--- config.mk ---
export PLATFORM = sky130hd
export DESIGN_NAME = conv_regs_sched_flat
export DESIGN_NICKNAME = d
export VERILOG_FILES = /design/src/rtl/conv_regs_sched_if.sv /design/src/rtl/conv_regs_sched.sv /design/src/flat_wrapper.sv
export SDC_FILE = /design/constraint.sdc
export NUM_CORES = 1
export LEC_CHECK = 0
export BUFFER_PORTS_ARGS = -buffer_cell sky130_fd_sc_hd__buf_2
export CAP_MARGIN = 20
export CORE_MARGIN = 2
export CORE_UTILIZATION = 41
export DETAILED_ROUTE_END_ITERATION = 10
export MAX_ROUTING_LAYER = met4
export PLACE_DENSITY = 0.76
export SLEW_MARGIN = 20
export SYNTH_ARGS = -nofsm -noshare
export SYNTH_HDL_FRONTEND = slang
export SYNTH_SLANG_ARGS = --single-unit
--- constraint.sdc ---
create_clock -name CLOCK -period 2.2 [get_ports CLOCK]
set_clock_uncertainty 0.15 [all_clocks]
set_input_delay 0.22 -clock CLOCK [delete_from_list [all_inputs] [get_ports CLOCK]]
set_output_delay 0.22 -clock CLOCK [all_outputs]
set_load 0.05 [all_outputs]
--- src/rtl/conv_regs_sched_if.sv ---
// Handshake and bank-port bundle for the conversion register access scheduler.
// The slave view is the scheduler; the master view is requesters plus the bank.
interface conv_regs_sched_if;
   logic        FRAME_ACTIVE;
   logic        REQ0_VALID;
   logic [1:0]  REQ0_ADD;
   logic [15:0] REQ0_DAT;
   logic        REQ0_READY;
   logic        REQ1_VALID;
   logic [1:0]  REQ1_ADD;
   logic [15:0] REQ1_DAT;
   logic        REQ1_READY;
   logic        RD_REQ;
   logic [1:0]  RD_ADD;
   logic        RD_READY;
   logic        RD_VALID;
   logic [15:0] RD_DATA;
   logic        WE_A;
   logic [2:0]  ADD_A;
   logic [7:0]  DAT_A;
   logic        RE_B;
   logic [1:0]  ADD_B;
   logic [15:0] DAT_B;
   logic        WR_DONE;
   logic        WR_DONE_ID;
   logic        BUSY;

   modport slave (
      input  FRAME_ACTIVE,
      input  REQ0_VALID, REQ0_ADD, REQ0_DAT,
      output REQ0_READY,
      input  REQ1_VALID, REQ1_ADD, REQ1_DAT,
      output REQ1_READY,
      input  RD_REQ, RD_ADD,
      output RD_READY, RD_VALID, RD_DATA,
      output WE_A, ADD_A, DAT_A,
      output RE_B, ADD_B,
      input  DAT_B,
      output WR_DONE, WR_DONE_ID, BUSY
   );

   modport master (
      output FRAME_ACTIVE,
      output REQ0_VALID, REQ0_ADD, REQ0_DAT,
      input  REQ0_READY,
      output REQ1_VALID, REQ1_ADD, REQ1_DAT,
      input  REQ1_READY,
      output RD_REQ, RD_ADD,
      input  RD_READY, RD_VALID, RD_DATA,
      input  WE_A, ADD_A, DAT_A,
      input  RE_B, ADD_B,
      output DAT_B,
      input  WR_DONE, WR_DONE_ID, BUSY
   );
endinterface

--- src/rtl/conv_regs_sched.sv ---
// Round-robin word-write / single-reader scheduler for the 4-word conversion
// register bank; each word write becomes a high-byte then low-byte bank write.
module conv_regs_sched #(
   parameter bit FRAME_HOLD    = 1'b1,
   parameter bit READ_PRIORITY = 1'b1
) (
   input logic                CLOCK,
   input logic                RESET,
   conv_regs_sched_if.slave   bus
);
   typedef enum logic [2:0] {IDLE, WR_H, WR_L, RD_ISSUE, RD_WAIT} state_t;

   state_t      state, state_nxt;
   logic        last_id;
   logic        wr_id;
   logic [1:0]  wr_add;
   logic [15:0] wr_dat;
   logic [1:0]  rd_add;

   logic        wr_elig, any_wr, rd_ok, win_id, grant_wr, grant_rd;

   always_comb begin
      state_nxt = state;
      grant_wr  = 1'b0;
      grant_rd  = 1'b0;
      win_id    = 1'b0;
      wr_elig   = (state == IDLE) && !RESET && (!FRAME_HOLD || !bus.FRAME_ACTIVE);
      any_wr    = wr_elig && (bus.REQ0_VALID || bus.REQ1_VALID);
      rd_ok     = (state == IDLE) && !RESET && bus.RD_REQ;

      // On a tie the requester that was not granted last wins.
      if (bus.REQ0_VALID && bus.REQ1_VALID) win_id = ~last_id;
      else                                  win_id = bus.REQ1_VALID;

      if (READ_PRIORITY) begin
         grant_rd = rd_ok;
         grant_wr = any_wr && !rd_ok;
      end else begin
         grant_wr = any_wr;
         grant_rd = rd_ok && !any_wr;
      end

      case (state)
         IDLE: begin
            if (grant_wr)      state_nxt = WR_H;
            else if (grant_rd) state_nxt = RD_ISSUE;
         end
         WR_H:     state_nxt = WR_L;
         WR_L:     state_nxt = IDLE;
         RD_ISSUE: state_nxt = RD_WAIT;
         RD_WAIT:  state_nxt = IDLE;
         default:  state_nxt = IDLE;
      endcase

      bus.REQ0_READY = grant_wr && !win_id;
      bus.REQ1_READY = grant_wr && win_id;
      bus.RD_READY   = grant_rd;

      bus.WE_A       = 1'b0;
      bus.ADD_A      = 3'd0;
      bus.DAT_A      = 8'd0;
      bus.WR_DONE    = 1'b0;
      bus.WR_DONE_ID = 1'b0;
      bus.RE_B       = 1'b0;
      bus.ADD_B      = 2'd0;
      bus.RD_VALID   = 1'b0;
      bus.RD_DATA    = 16'd0;
      bus.BUSY       = (state != IDLE);

      case (state)
         WR_H: begin
            bus.WE_A  = 1'b1;
            bus.ADD_A = {wr_add, 1'b0};
            bus.DAT_A = wr_dat[15:8];
         end
         WR_L: begin
            // Bank commits the word on the low byte, so completion is signalled here.
            bus.WE_A       = 1'b1;
            bus.ADD_A      = {wr_add, 1'b1};
            bus.DAT_A      = wr_dat[7:0];
            bus.WR_DONE    = 1'b1;
            bus.WR_DONE_ID = wr_id;
         end
         RD_ISSUE: begin
            bus.RE_B  = 1'b1;
            bus.ADD_B = rd_add;
         end
         RD_WAIT: begin
            bus.RD_VALID = 1'b1;
            bus.RD_DATA  = bus.DAT_B;
         end
         default: ;
      endcase
   end

   always_ff @(posedge CLOCK) begin
      if (RESET) begin
         state   <= IDLE;
         last_id <= 1'b1;
         wr_id   <= 1'b0;
         wr_add  <= 2'd0;
         wr_dat  <= 16'd0;
         rd_add  <= 2'd0;
      end else begin
         state <= state_nxt;
         if (grant_wr) begin
            last_id <= win_id;
            wr_id   <= win_id;
            wr_add  <= win_id ? bus.REQ1_ADD : bus.REQ0_ADD;
            wr_dat  <= win_id ? bus.REQ1_DAT : bus.REQ0_DAT;
         end
         if (grant_rd) rd_add <= bus.RD_ADD;
      end
   end
endmodule

--- src/flat_wrapper.sv ---
// flat-port wrapper written by rule: the top's interface ports become plain ports
module conv_regs_sched_flat 
#(
   parameter bit FRAME_HOLD    = 1'b1,
   parameter bit READ_PRIORITY = 1'b1
)
  (CLOCK, RESET, bus_FRAME_ACTIVE, bus_REQ0_VALID, bus_REQ0_ADD, bus_REQ0_DAT, bus_REQ0_READY, bus_REQ1_VALID, bus_REQ1_ADD, bus_REQ1_DAT, bus_REQ1_READY, bus_RD_REQ, bus_RD_ADD, bus_RD_READY, bus_RD_VALID, bus_RD_DATA, bus_WE_A, bus_ADD_A, bus_DAT_A, bus_RE_B, bus_ADD_B, bus_DAT_B, bus_WR_DONE, bus_WR_DONE_ID, bus_BUSY);
  conv_regs_sched_if bus_i ();
  input logic CLOCK;
  input logic RESET;
  input wire logic [$bits(bus_i.FRAME_ACTIVE)-1:0] bus_FRAME_ACTIVE;
  input wire logic [$bits(bus_i.REQ0_VALID)-1:0] bus_REQ0_VALID;
  input wire logic [$bits(bus_i.REQ0_ADD)-1:0] bus_REQ0_ADD;
  input wire logic [$bits(bus_i.REQ0_DAT)-1:0] bus_REQ0_DAT;
  output wire logic [$bits(bus_i.REQ0_READY)-1:0] bus_REQ0_READY;
  input wire logic [$bits(bus_i.REQ1_VALID)-1:0] bus_REQ1_VALID;
  input wire logic [$bits(bus_i.REQ1_ADD)-1:0] bus_REQ1_ADD;
  input wire logic [$bits(bus_i.REQ1_DAT)-1:0] bus_REQ1_DAT;
  output wire logic [$bits(bus_i.REQ1_READY)-1:0] bus_REQ1_READY;
  input wire logic [$bits(bus_i.RD_REQ)-1:0] bus_RD_REQ;
  input wire logic [$bits(bus_i.RD_ADD)-1:0] bus_RD_ADD;
  output wire logic [$bits(bus_i.RD_READY)-1:0] bus_RD_READY;
  output wire logic [$bits(bus_i.RD_VALID)-1:0] bus_RD_VALID;
  output wire logic [$bits(bus_i.RD_DATA)-1:0] bus_RD_DATA;
  output wire logic [$bits(bus_i.WE_A)-1:0] bus_WE_A;
  output wire logic [$bits(bus_i.ADD_A)-1:0] bus_ADD_A;
  output wire logic [$bits(bus_i.DAT_A)-1:0] bus_DAT_A;
  output wire logic [$bits(bus_i.RE_B)-1:0] bus_RE_B;
  output wire logic [$bits(bus_i.ADD_B)-1:0] bus_ADD_B;
  input wire logic [$bits(bus_i.DAT_B)-1:0] bus_DAT_B;
  output wire logic [$bits(bus_i.WR_DONE)-1:0] bus_WR_DONE;
  output wire logic [$bits(bus_i.WR_DONE_ID)-1:0] bus_WR_DONE_ID;
  output wire logic [$bits(bus_i.BUSY)-1:0] bus_BUSY;
  assign bus_i.FRAME_ACTIVE = bus_FRAME_ACTIVE;
  assign bus_i.REQ0_VALID = bus_REQ0_VALID;
  assign bus_i.REQ0_ADD = bus_REQ0_ADD;
  assign bus_i.REQ0_DAT = bus_REQ0_DAT;
  assign bus_REQ0_READY = bus_i.REQ0_READY;
  assign bus_i.REQ1_VALID = bus_REQ1_VALID;
  assign bus_i.REQ1_ADD = bus_REQ1_ADD;
  assign bus_i.REQ1_DAT = bus_REQ1_DAT;
  assign bus_REQ1_READY = bus_i.REQ1_READY;
  assign bus_i.RD_REQ = bus_RD_REQ;
  assign bus_i.RD_ADD = bus_RD_ADD;
  assign bus_RD_READY = bus_i.RD_READY;
  assign bus_RD_VALID = bus_i.RD_VALID;
  assign bus_RD_DATA = bus_i.RD_DATA;
  assign bus_WE_A = bus_i.WE_A;
  assign bus_ADD_A = bus_i.ADD_A;
  assign bus_DAT_A = bus_i.DAT_A;
  assign bus_RE_B = bus_i.RE_B;
  assign bus_ADD_B = bus_i.ADD_B;
  assign bus_i.DAT_B = bus_DAT_B;
  assign bus_WR_DONE = bus_i.WR_DONE;
  assign bus_WR_DONE_ID = bus_i.WR_DONE_ID;
  assign bus_BUSY = bus_i.BUSY;
  conv_regs_sched #(.FRAME_HOLD(FRAME_HOLD), .READ_PRIORITY(READ_PRIORITY)) u_core (.CLOCK(CLOCK), .RESET(RESET), .bus(bus_i));
endmodule
==> results.toml <==
[outcome]
status = "finished with violations"
violations = "negative hold slack"

[power]
comb_power_share = 0.331
switchingPower_uw = 372
clock_power_share = 0.195
swShare = 0.347
seq_power_share = 0.474
power_density_mw_per_mm2 = 483
max-vdd-ir-drop_uv = 250
p_int_uw = 699
leakage_nw = 1.10

[floorplanning]
dieWidth_um = 63.5
die_y_um = 63.5
initial_utilization = 0.432
dieArea_mm2 = 0.00404
rows = 21
io_pins = 98
core_area_mm2 = 0.00336

[clock_tree]
cts_buffers = 3
path_clk_slew_ns = 0.14
insertion_delay_ns = 0.31
cts_buffer_depth = 2
ctsRootBufferMaster = "clkbuf_4"
cts_num_sinks = 25
cts_max_level = 1
cts_tree = "done"
post_cts_buffers = 0

[cells_and_area]
final_area_mm2 = 0.00222
diodes = 0
layout-drive-gt1-share = 0.393
nets = 361
fill_cells = 305
mostFrequentLayoutCell = "buf_2"
layout_common_cells = "buf_2 (97), nand2_1 (36), dfxtp_1 (23)"
area_delta_synth_final_pct = 52.7

[synthesis]
syn_area_mm2 = 0.00145
syn_nets = 248
syn_avg_cell_area_um2 = 7.73
synth_top_area_frac = 0.345
synth_cell_type_count = 29
yosysSeqAreaShare = 0.345
netlist_instances = 188
ys_warn_count = 0
synth.largest_area_cell = "dfxtp_1"
ys_ff_latch = 25
synth_area_leaders = "dfxtp_1 (34%), a311oi_1 (11%), and2_1 (9.5%)"

[drt]
finalWirelength_mm = 4.52
wl_per_cell_um = 13.0
route.detailed.drc = 0
dr_total_vias = 1822
highest_layer = "met4"
met2_length_mm = 2.29
wl_met3_um = 411
postRouteAntennaNets = 0
drt-met1-wl_mm = 1.77
vias_per_cell = 5.27
drt_iter0_markers = 70
drt-pass1-iter-count = 4

[timing]
min_period_over_period = 0.919
worst_pin_slew_ns = 0.592
rsz0062_at_grt = "false"
fin_hold_ws_ns = -0.00129
fin_setup_tns_ns = 0
fin_crit_ns = 2.02
final_max_slew_viol_count = 0
hold_violations = 1
maxClockFrequency_ghz = 0.494
max-slew-margin-rel = 0.600
setup_viol = 0

[critical_path]
path_buf_inv = 2
crit_path_start_kind = "flop"
cp.arrival_ns = 1.65
critPathLaunch = "u_core.state[0]$_SDFFE_PP0P_"
max_stage_delay_ns = 0.46
crit_slowest_cell = "dfxtp_2"
required_ns = 1.83
worstSetupEndpointType = "output port"
crit_chain = "nor2b_1, buf_4, o21ba_2, and2_1, buf_2"
rr_startpoint = "u_core.state[0]$_SDFFE_PP0P_"
crit_family = "flip-flops"
crit_type = "flop to output port"
crit_path_max_fanout = 9

[global_routing]
grt_util_all_layers = 0.235
grt_antenna_before_repair = 0
grt_pass1_wl_mm = 7.49
grt_max_degree = 25
grt_pass1_vias = 1666
gr-total-overflow = 0

[flow_run]
maxCapViolCount = 0

[placed_design]
place.gp.congestion = 0.768
placed_area_mm2 = 0.00198
port_buffers = 97
hpwl_mm = 3.28

[worst_hold_path]
min-delay-start = "bus_RD_ADD[1]"
hp-class = "input port to flop"
registers in the layout, summed over array words and instances (netlist names):
register,cells
u_core.state,3
u_core.rd_add,2
u_core.last_id,1
u_core.wr_id,1
u_core.wr_add,2
u_core.wr_dat,16
cell usage after synthesis, drive strengths merged:
cell type,count
nand2,36
nor4b,1
nor2b,2
a21bo,1
a311oi,18
a31oi,18
mux2i,2
a21boi,1
buf,6
o211ai,1
nand4,2
nor3,3
nor2,15
and2,22
nor3b,3
o31ai,1
a21oi,2
dfxtp,25
nor4,1
a22oi,8
and3,1
clkbuf,12
inv,3
or2,2
and3b,1
o21ba,1
worst paths after layout:
path	cells past startpoint	slack [ns]	end
setup / recovery	5	0.18	bus_ADD_A[2]
hold / removal	3	-0.001	u_core.rd_add[1]$_SDFFE_PP0P_
hold reg to reg	2	0.35	u_core.wr_id$_SDFFE_PP0P_
setup reg to reg	5	0.50	u_core.wr_dat[9]$_SDFFE_PP0P_
worst reg2reg max path: stages (launching register included):
cell	delay (ns)
dfxtp_2	0.40
nor3_4	0.36
inv_2	0.11
nor3_4	0.18
buf_4	0.25
a311oi_1	0.12
layout make-up:
class / instances / area (um2) / area share
inverters: 3 / 11.3 / 0.00508
well taps: 46 / 57.6 / 0.0259
flip-flops and latches: 25 / 503 / 0.227
multi-input cells: 142 / 865 / 0.390
clock buffers: 4 / 26.3 / 0.0118
repair buffers: 126 / 756 / 0.341
power by group through the flow:
stage | Clock [mW] | Combinational [mW] | Sequential, mW
after floorplan | 0 | 0.226 | 0.506
after global placement | 0 | 0.321 | 0.516
after detailed placement | 0 | 0.326 | 0.517
after CTS | 0.210 | 0.346 | 0.507
after global routing | 0.233 | 0.388 | 0.512
final | 0.208 | 0.355 | 0.508
what timing repair did:
item | in CTS | in global routing
resized for setup | 0 | 2
endpoints found under the hold margin | 11 | 7
hold buffers | 14 | 7
setup endpoints to repair | 0 | 12
kinds of logic after synthesis:
| logic type | synth area share |
|---|---|
| AO/OA/AOI/OAI | 0.264 |
| buffers and inverters | 0.0637 |
| flip-flops | 0.345 |
| multiplexers | 0.0138 |
| AND/OR/NAND/NOR | 0.314 |
layer usage:
layer,track usage,up-vias
li1,-,903
met1,0.272,823
met2,0.411,90
met3,0.0482,6
met4,0.0625,0
met5,-,-
through the flow:
step / worst slack [ns] / instances / power [mW] / util
final: 0.177 / 346 / 1.07 / 0.660
after global routing: 0.00868 / 346 / 1.13 / 0.660
after CTS: 0.0485 / 339 / 1.06 / 0.638
after detailed placement: 0.424 / 321 / 0.843 / 0.589
after global placement: 0.468 / 321 / 0.838 / 0.589
after floorplan: 0.0710 / 188 / 0.732 / -
(Power assumes the default switching activity.)
